[src/rtl/tla_win_sched.sv]
// ---------------------------------------------------------------------------
// tla_win_sched
//
// Window scheduler in the Gc_clk125 domain. It shares the single
// capture/communication window between a capture requester and a
// communication requester with round-robin arbitration. It emits one-cycle
// open/close pulses for the downstream 125->200 MHz pulse crossing. It holds
// the granted window select, length and capture mode stable for the whole
// window. After every close pulse it forces an idle gap, so that successive
// pulses stay far enough apart for the crossing to resolve them.
//
// Parameters:
//   TOP0_0  width of the window-select field
//   LDD0_0  width of the window-length field (Gc_clk125 cycles)
//   GAP0_0  idle cycles forced after each close pulse (1..15)
//
// Ports:
//   Gc_clk125     in   system clock, 125 MHz
//   Gc_rst_n      in   asynchronous active-low reset
//   cap_req       in   capture requester wants a window (level)
//   cap_wdis      in   capture window select, sampled at grant
//   cap_plus      in   capture window length, sampled at grant
//   cap_ack       out  one-cycle grant to the capture requester
//   com_req       in   communication requester wants a window (level)
//   com_wdis      in   communication window select, sampled at grant
//   com_plus      in   communication window length, sampled at grant
//   com_ack       out  one-cycle grant to the communication requester
//   abort         in   terminate the running window early
//   Gc_com_open   out  one-cycle open pulse
//   Gc_com_close  out  one-cycle close pulse
//   Gc_cap_mode   out  high while a capture-owned window is active
//   Gc_wdis       out  latched window select of the active window
//   Gc_plus       out  latched window length of the active window
//   busy          out  high in any state other than IDLE
// ---------------------------------------------------------------------------
module tla_win_sched #(
    parameter int TOP0_0 = 3,
    parameter int LDD0_0 = 32,
    parameter int GAP0_0 = 4
) (
    input  logic              Gc_clk125,
    input  logic              Gc_rst_n,
    input  logic              cap_req,
    input  logic [TOP0_0-1:0] cap_wdis,
    input  logic [LDD0_0-1:0] cap_plus,
    output logic              cap_ack,
    input  logic              com_req,
    input  logic [TOP0_0-1:0] com_wdis,
    input  logic [LDD0_0-1:0] com_plus,
    output logic              com_ack,
    input  logic              abort,
    output logic              Gc_com_open,
    output logic              Gc_com_close,
    output logic              Gc_cap_mode,
    output logic [TOP0_0-1:0] Gc_wdis,
    output logic [LDD0_0-1:0] Gc_plus,
    output logic              busy
);

    typedef enum logic [2:0] {
        S_IDLE,
        S_OPEN,
        S_RUN,
        S_CLOSE,
        S_GAP
    } state_t;

    localparam logic [3:0]        GAP_LOAD = 4'(GAP0_0 - 1);
    localparam logic [LDD0_0-1:0] CNT_ONE  = LDD0_0'(1);

    state_t            state;
    logic [LDD0_0-1:0] win_cnt;
    logic [3:0]        gap_cnt;
    logic              last_cap;   // 1: last grant went to capture
    logic              grant_cap;
    logic [LDD0_0-1:0] open_load;

    // A zero length is treated as a one-cycle window, so the loaded count
    // is max(len,1)-1 and never underflows.
    function automatic logic [LDD0_0-1:0] win_load(input logic [LDD0_0-1:0] len);
        return (len == '0) ? '0 : len - CNT_ONE;
    endfunction

    // Capture wins when it is alone, or on a tie when com was granted last.
    assign grant_cap = cap_req && (!com_req || !last_cap);
    assign open_load = win_load(Gc_plus);

    always_ff @(posedge Gc_clk125 or negedge Gc_rst_n) begin
        if (!Gc_rst_n) begin
            state        <= S_IDLE;
            win_cnt      <= '0;
            gap_cnt      <= '0;
            last_cap     <= 1'b0;
            cap_ack      <= 1'b0;
            com_ack      <= 1'b0;
            Gc_com_open  <= 1'b0;
            Gc_com_close <= 1'b0;
            Gc_cap_mode  <= 1'b0;
            Gc_wdis      <= '0;
            Gc_plus      <= '0;
            busy         <= 1'b0;
        end else begin
            // Pulses default low; each is raised only on its entry edge.
            cap_ack      <= 1'b0;
            com_ack      <= 1'b0;
            Gc_com_open  <= 1'b0;
            Gc_com_close <= 1'b0;

            case (state)
                // Arbitration: latch the winner's fields on the grant edge.
                S_IDLE: begin
                    if (cap_req || com_req) begin
                        state       <= S_OPEN;
                        busy        <= 1'b1;
                        Gc_com_open <= 1'b1;
                        last_cap    <= grant_cap;
                        Gc_cap_mode <= grant_cap;
                        if (grant_cap) begin
                            cap_ack <= 1'b1;
                            Gc_wdis <= cap_wdis;
                            Gc_plus <= cap_plus;
                        end else begin
                            com_ack <= 1'b1;
                            Gc_wdis <= com_wdis;
                            Gc_plus <= com_plus;
                        end
                    end
                end

                // Open cycle: load the window counter.
                S_OPEN: begin
                    win_cnt <= open_load;
                    if (open_load == '0) begin
                        state        <= S_CLOSE;
                        Gc_com_close <= 1'b1;
                    end else begin
                        state <= S_RUN;
                    end
                end

                // Window running: the counter is always >= 1 here, so the
                // step that takes it to zero is the close edge. An abort that
                // coincides with expiry takes the same single transition.
                S_RUN: begin
                    if (abort || (win_cnt == CNT_ONE)) begin
                        state        <= S_CLOSE;
                        Gc_com_close <= 1'b1;
                        win_cnt      <= '0;
                    end else begin
                        win_cnt <= win_cnt - CNT_ONE;
                    end
                end

                // Close cycle: start the mandatory idle gap.
                S_CLOSE: begin
                    state       <= S_GAP;
                    gap_cnt     <= GAP_LOAD;
                    Gc_cap_mode <= 1'b0;
                end

                // Idle gap: window select and length stay latched.
                S_GAP: begin
                    if (gap_cnt == '0) begin
                        state <= S_IDLE;
                        busy  <= 1'b0;
                    end else begin
                        gap_cnt <= gap_cnt - 4'd1;
                    end
                end

                default: begin
                    state <= S_IDLE;
                    busy  <= 1'b0;
                end
            endcase
        end
    end

endmodule

[config.mk]
export PLATFORM = sky130hd
export DESIGN_NAME = tla_win_sched
export DESIGN_NICKNAME = d
export VERILOG_FILES = /design/src/rtl/tla_win_sched.sv
export SDC_FILE = /design/constraint.sdc
export NUM_CORES = 1
export LEC_CHECK = 0
export ABC_AREA = 1
export CAP_MARGIN = 20
export CORE_ASPECT_RATIO = 2
export CORE_UTILIZATION = 40
export CTS_BUF_LIST = sky130_fd_sc_hd__clkbuf_8 sky130_fd_sc_hd__clkbuf_16
export CTS_CLUSTER_DIAMETER = 120
export DETAILED_ROUTE_END_ITERATION = 8
export GPL_TIMING_DRIVEN = 0
export PLACE_DENSITY = 0.67
export SLEW_MARGIN = 10
export SYNTH_ARGS = -nofsm -noshare
export SYNTH_HDL_FRONTEND = slang
export SYNTH_SLANG_ARGS = --single-unit
[constraint.sdc]
create_clock -name Gc_clk125 -period 1.8 [get_ports Gc_clk125]
set_input_delay 0.36 -clock Gc_clk125 [delete_from_list [all_inputs] [get_ports Gc_clk125]]
set_output_delay 0.36 -clock Gc_clk125 [all_outputs]
set_load 0.03 [all_outputs]
==> results.md, run 1 <==
* Run status: finished, violations left
* Failing checks: negative setup slack
* Number of fill cells at 1,185
* DRT Pass-1 Iters at 5
* Pin slew with the least headroom to its limit at 0.529 ns
* Largest net degree at the start of global routing at 45
* Vias per cell at 5.19
* Antenna viol nets, final at 0
* Synth Cell Area at 5670 um^2
* CTS tree: done
* Global-route wire length before repair at 32.7 mm
* Die Span Y at 170 um
* Layout cells sized above 1 at 0.343
* Wl on met1 at 7.13 mm
* CP dominant cell by count: nand2_4
* Max frequency at 476 MHz
* Synth Register Bits at 81
* Grt ovf at 0
* Max Fanout on Critical Path at 7
* Ys Warns at 0
* CP endpoint kind: flop
* Final cycle utilization of the critical path at 1.17
* Met2 WL post-DR at 12.5 mm
* Largest area contributor in the synthesized netlist: dfrtp_1
* Post-synthesis sequential area ratio at 0.358
* Root Buffer: clkbuf_16
* Gate Count Post-Synth at 843
* Mapped Nets at 922
* Initial antenna violation count at 0
* # port buffers at 115
* Power Dens Cells at 1820 nW/um^2
* Die Area at 14,700 um^2
* ANT cells at 0
* Peak VDD IR at 1.17 mV
* Synth-to-layout area growth at 62.6%
* Reg clk slew, reported paths at 0.06 ns
* Final routed DRC violation total at 0
* Slew Limit Fails at 0
* Maxcap violations at 0
* Detail Placement HPWL at 15.1 mm
* CP max stage delay at 0.43 ns
* Routed wl met3 at 865 um
* Worst path required time at 2.08 ns
* Detailed-route via count at 6,632
* Initial Util at 0.408
* Num CTS Buffers at 9
* CP Data Arrival Time at 2.38 ns
* Cell Chain, Critical Path: inv_2 -> ha_4 -> nand2_8 -> clkinv_4 -> nand2_4 -> nor2_4 -> nand2_4 -> buf_8 -> buf_6 -> o211ai_1 -> nand2_1 -> nor2_2 -> nand3_2 -> a21oi_2
* Clk_skew at 0.00816 ns
* Slowest CP cell: dfrtp_2
* Clk sinks at 81
* Post-synth cell types at 41
* Setup violations, final at 69
* Post-route minimum period at 2.10 ns
* Final Power at 16.8 mW
* Startpoint Class: flop
* Total negative slack at -8.65 ns
* Min setup slack post-route at -0.299 ns
* Detailed Route Iter0 Violations at 312
* Vias in the first global route at 6,548
* H-tree Lvls at 3
* Total wire length at 22.1 mm
* Syn Area/Cell at 6.72 um^2
* Share of the synthesized area in the top cell type at 0.358
* GRT Util Overall at 0.297
* Top cells by area, synth: dfrtp_1 36%, nand2_1 16%, nor2_1 9.6%, inv_1 5.8%, nand3_1 5.3%
* Worst-Skew Late Latency at 0.35 ns
* Slew Limit Headroom at 0.648
* Worst Setup Path Type: flop to flop
* Nets at 1,164
* Util after Layout at 0.663
* Core Rows at 61
* Top Ports at 116
* Clock buffer depth at 2
* CORE AREA at 13,900 um^2
* RePlAce Congestion at 0.925
* Drt wl/cell at 17.3 um
* Final Hold Violating Endpoints at 0
* Pre-CTS WS at -0.737 ns
* Top Metal Used: met4
* P_leak at 4.15 nW
* Hold WC Path Type: flop to flop
* RSZ-0062 raised after global routing: yes
* Die width at 86.2 um
[cell families (layout without fill, tap and decap cells)]
group           after synthesis  after routing  share of synthesized area
simple gates                500            500                      0.378
buf+inv                     120            366                     0.0890
compound gates              109            109                      0.121
flops                        81             81                      0.358
xor+xnor                     29             29                     0.0448
fa+ha+maj                     4              4                    0.00883
[registers in the layout, summed over array words and instances (netlist names)]
signal and count:
Gc_com_open 1, Gc_cap_mode 1, com_ack 1, busy 1, Gc_plus 32, state 3
win_cnt 32, Gc_wdis 3, last_cap 1, cap_ack 1, gap_cnt 4, Gc_com_close 1
[area by class of cell]
class	count	area, um^2	share of cell area
Buffer	21	224	0.0243
Clock buffer	11	253	0.0274
Clock inverter	4	43.8	0.00475
Inverter	98	398	0.0432
Multi-Input combinational cell	642	3820	0.414
Sequential cell	81	2080	0.225
Tap cell	189	236	0.0257
Timing Repair Buffer	232	2160	0.235
[critical path, delay by kind of cell (launching register included)]
kind | cells | cell delay [ns]
buffers and inverters | 4 | 0.39
DFF | 1 | 0.43
and+or+nand+nor | 7 | 0.75
adders and majority gates | 1 | 0.16
AOI/OAI and AO/OA | 2 | 0.29
[through the flow]
| step | hold WS (ns) | cells | instance area, um^2 |
|---|---|---|---|
| floorplan | 0.0644 | 843 | 5730 |
| global placement | 0.464 | 1147 | 7120 |
| detailed placement | 0.364 | 1148 | 7150 |
| CTS | 0.487 | 1220 | 8360 |
| global route | 0.508 | 1278 | 9220 |
| finish | 0.490 | 1278 | 9220 |
[where the power goes]
group	internal [mW]	total (mW)	switching, mW
sequential	2.84	4.13	1.29
clock	1.13	1.89	0.758
combinational	4.49	10.7	6.25
total	8.47	16.8	8.29
[layer usage]
layer / track usage / up-vias
met5: 0 / -
met3: 0.0388 / 96
met4: 0.209 / 0
met2: 0.569 / 252
li1: - / 3173
met1: 0.280 / 3111
[synthesized netlist by cell type]
cell / n
a21boi_0: 1
a21oi_1: 19
a21oi_2: 1
a22oi_1: 4
a31oi_1: 8
and2_1: 1
buf_1: 1
buf_2: 3
buf_4: 1
buf_6: 6
clkbuf_1: 11
clkinv_1: 2
clkinv_2: 1
dfrtp_1: 81
ha_1: 4
inv_1: 87
inv_2: 8
nand2_1: 244
nand2_2: 8
nand2_4: 2
nand3_1: 60
nand3_2: 5
nand3b_1: 1
nand4_1: 5
nor2_1: 145
nor2_2: 11
nor2_4: 7
nor3_1: 7
nor3_2: 2
nor3b_1: 1
nor4_1: 1
o211ai_1: 30
o21ai_0: 29
o21ai_1: 6
o21ai_2: 3
o22a_1: 1
o22ai_1: 5
o31ai_1: 1
o31ai_4: 1
xnor2_1: 8
xor2_1: 21
[cells in the final DEF (no fill, tap or decap), types with 22 or more instances in the layout]
| cell type | Yosys | routed |
|---|---|---|
| clkdlybuf4s50_1 | 0 | 82 |
| buf_4 | 1 | 101 |
| o211ai_1 | 30 | 30 |
| nor2_2 | 11 | 26 |
| nor2_1 | 145 | 100 |
| dlygate4sd2_1 | 0 | 31 |
| dfrtp_1 | 81 | 40 |
| nand2_2 | 8 | 27 |
| nor2_4 | 7 | 37 |
| inv_1 | 87 | 71 |
| nand2_1 | 244 | 216 |
| dfrtp_2 | 0 | 41 |
| nand3_1 | 60 | 53 |
| inv_2 | 8 | 22 |
[worst paths after layout]
check	from	end	slack (ns)	depth (start not counted)
max	Gc_plus[1]$_DFFE_PN0P_	state[0]$_DFFE_PN0P_	-0.30	14
min	busy$_DFFE_PN0P_	busy$_DFFE_PN0P_	0.49	2
max reg2reg	Gc_plus[1]$_DFFE_PN0P_	state[0]$_DFFE_PN0P_	-0.30	14
min reg2reg	busy$_DFFE_PN0P_	busy$_DFFE_PN0P_	0.49	2
max in group asynchronous	Gc_rst_n	Gc_plus[0]$_DFFE_PN0P_	0.63	3
min in group asynchronous	Gc_rst_n	win_cnt[26]$_DFFE_PN0P_	0.54	2
[repair_timing]
item	in CTS	in global routing
cloned	5	2
hold endpoints to repair	3	0
gates resized for setup	177	122
setup endpoints to repair	104	73
buffers inserted	52	56
hold buffers	1	0
pin swaps	16	42
(Power assumes the default switching activity.)
==> inputs of run 2 (changes only) <==
--- a/config.mk
+++ b/config.mk
@@ -13,7 +13,6 @@
 export CTS_CLUSTER_DIAMETER = 120
 export DETAILED_ROUTE_END_ITERATION = 8
 export GPL_TIMING_DRIVEN = 0
-export PLACE_DENSITY = 0.67
 export SLEW_MARGIN = 10
 export SYNTH_ARGS = -nofsm -noshare
 export SYNTH_HDL_FRONTEND = slang
==> constraint.sdc (replaced) <==
create_clock -name Gc_clk125 -period 2.6 [get_ports Gc_clk125]
set_input_delay 0.52 -clock Gc_clk125 [delete_from_list [all_inputs] [get_ports Gc_clk125]]
set_output_delay 0.52 -clock Gc_clk125 [all_outputs]
set_load 0.03 [all_outputs]
==> results.md, run 2 (synthesized netlist as in run 1, its figures left out) <==
* Run status: completed
* Clock buffer depth at 2
* Sw frac at 0.502
* CP Data Arrival Time at 2.60 ns
* Die Area at 14,700 um^2
* Die width at 86.2 um
* Worst reg2reg path depth at 14
* Post-Layout Inst Area at 7380 um^2
* Max frequency at 425 MHz
* # port buffers at 115
* ANT cells at 0
* Slew Limit Headroom at 0.611
* Pin slew with the least headroom to its limit at 0.580 ns
* Hold-fix buffers at CTS at 0
* Nets at 1,049
* Comb power frac at 0.571
* Vias per cell at 4.97
* Pre-CTS WS at 0.219 ns
* Detailed-route via count at 5,785
* Die Span Y at 170 um
* Post-route minimum period at 2.35 ns
* CORE AREA at 13,900 um^2
* Global-route wire length before repair at 30.6 mm
* H-tree Lvls at 3
* Vias in the first global route at 6,050
* Maxcap violations at 0
* Commonest non-fill, non-tap cell in the layout: nand2_1
* Max Fanout on Critical Path at 6
* Setup violations, final at 0
* Pint at 4.62 mW
* Top Registers: Gc_plus: 32 flops, win_cnt: 32 flops, gap_cnt: 4 flops
* Root Buffer: clkbuf_16
* CP dominant cell by count: nand2_1
* NetSw at 4.67 mW
* Final Hold Violating Endpoints at 0
* RePlAce Congestion at 0.906
* CP max stage delay at 0.40 ns
* Initial Util at 0.408
* Detail Placement HPWL at 15.5 mm
* Top Ports at 116
* Worst-Skew Late Latency at 0.34 ns
* Number of fill cells at 1,501
* Layout cells sized above 1 at 0.0790
* Grt ovf at 0
* GRT Util Overall at 0.275
* Total wire length at 18.9 mm
* Num CTS Buffers at 9
* CP endpoint kind: flop
* Flop pwr share at 0.289
* Min setup slack post-route at 0.246 ns
* Slowest CP cell: dfrtp_1
* Clk_skew at 0.00648 ns
* Reg area at 2030 um^2
* Core Rows at 61
* Commonest non-fill, non-tap cells in the layout: 244 x nand2_1, 145 x nor2_1, 114 x clkdlybuf4s50_1, 88 x inv_1, 81 x dfrtp_1
* RSZ-0062 raised after global routing: no
* Hold WC Path Type: input port to asynchronous set/reset pin
* Final routed DRC violation total at 0
* Area of the multi-input gates at 3140 um^2
* Detailed Route Iter0 Violations at 220
* Worst path required time at 2.85 ns
* Worst Setup Path Type: flop to flop
* Drt wl/cell at 16.2 um
* Cell Chain, Critical Path: inv_1 -> ha_1 -> nand2_2 -> nor2_4 -> nand2_1 -> nor2_1 -> nand2_1 -> nand3_1 -> nand2_1 -> inv_1 -> nand2_1 -> nor2_1 -> nand3_2 -> o21ai_0
* Power Dens Cells at 1260 nW/um^2
* Clk sinks at 81
* Power share of the clock group at 0.139
* Final cycle utilization of the critical path at 0.905
* Startpoint Class: flop
* Largest net degree at the start of global routing at 43
* Initial antenna violation count at 0
* Peak VDD IR at 0.524 mV
* Synth-to-layout area growth at 30.3%
* CTS tree: done
* Reg clk slew, reported paths at 0.06 ns
* DRT Pass-1 Iters at 4
* Slew Limit Fails at 0
* Placed Area at 7080 um^2
* P_leak at 3.33 nW
* Antenna viol nets, final at 0
## run 2: layout make-up
class	instances	area share
multi-input cells	642	0.425
flip-flops and latches	81	0.275
repair buffers	116	0.159
inverters	98	0.0500
clock buffers	10	0.0324
well taps	189	0.0320
plain buffers	22	0.0183
clock inverters	6	0.00797
## run 2: critical path: cells and delay by family, from the launching register on
kind            cells  cell delay (ns)
compound gates      1             0.12
fa+ha+maj           1             0.23
flops               1             0.40
buf+inv             2             0.22
simple gates       10             1.28
## run 2: what timing repair did
item                       CTS  global route
setup endpoints to repair    0            17
resized for setup            0             1
buffers inserted             0             0
## run 2: final timing paths
kind / from / endpoint / slack (ns)
min reg2reg: last_cap$_DFFE_PN0P_ / last_cap$_DFFE_PN0P_ / 0.49
max: Gc_plus[0]$_DFFE_PN0P_ / Gc_com_close$_DFF_PN0_ / 0.25
min: Gc_rst_n / win_cnt[25]$_DFFE_PN0P_ / 0.16
max reg2reg: Gc_plus[0]$_DFFE_PN0P_ / Gc_com_close$_DFF_PN0_ / 0.25
max in group asynchronous: Gc_rst_n / Gc_plus[4]$_DFFE_PN0P_ / 1.82
min in group Gc_clk125: last_cap$_DFFE_PN0P_ / last_cap$_DFFE_PN0P_ / 0.49
## run 2: metal layers
layer	part of all wire	up-vias	track usage
met4	0.034	0	0.112
met1	0.37	2665	0.281
met2	0.57	128	0.541
li1	-	2951	-
met3	0.027	41	0.0378
met5	0	-	0
## run 2: through the flow
step / cells / TNS, ns / util / power (mW) / hold slack (ns)
detailed placement: 1148 / 0 / 0.510 / 8.02 / 0.470
floorplan: 843 / 0 / - / 6.08 / 0.224
global route: 1164 / 0 / 0.531 / 10.1 / 0.211
CTS: 1164 / 0 / 0.531 / 9.36 / 0.183
global placement: 1147 / -173.16 / 0.508 / 8.00 / 0.458
finish: 1164 / 0 / 0.531 / 9.29 / 0.161
## run 2: power by group through the flow
stage / Clock (mW) / Combinational (mW) / Sequential, mW
detailed placement: 0 / 5.32 / 2.70
global placement: 0 / 5.30 / 2.71
floorplan: 0 / 2.97 / 3.10
finish: 1.30 / 5.31 / 2.69
CTS: 1.33 / 5.35 / 2.68
global route: 1.37 / 5.95 / 2.78
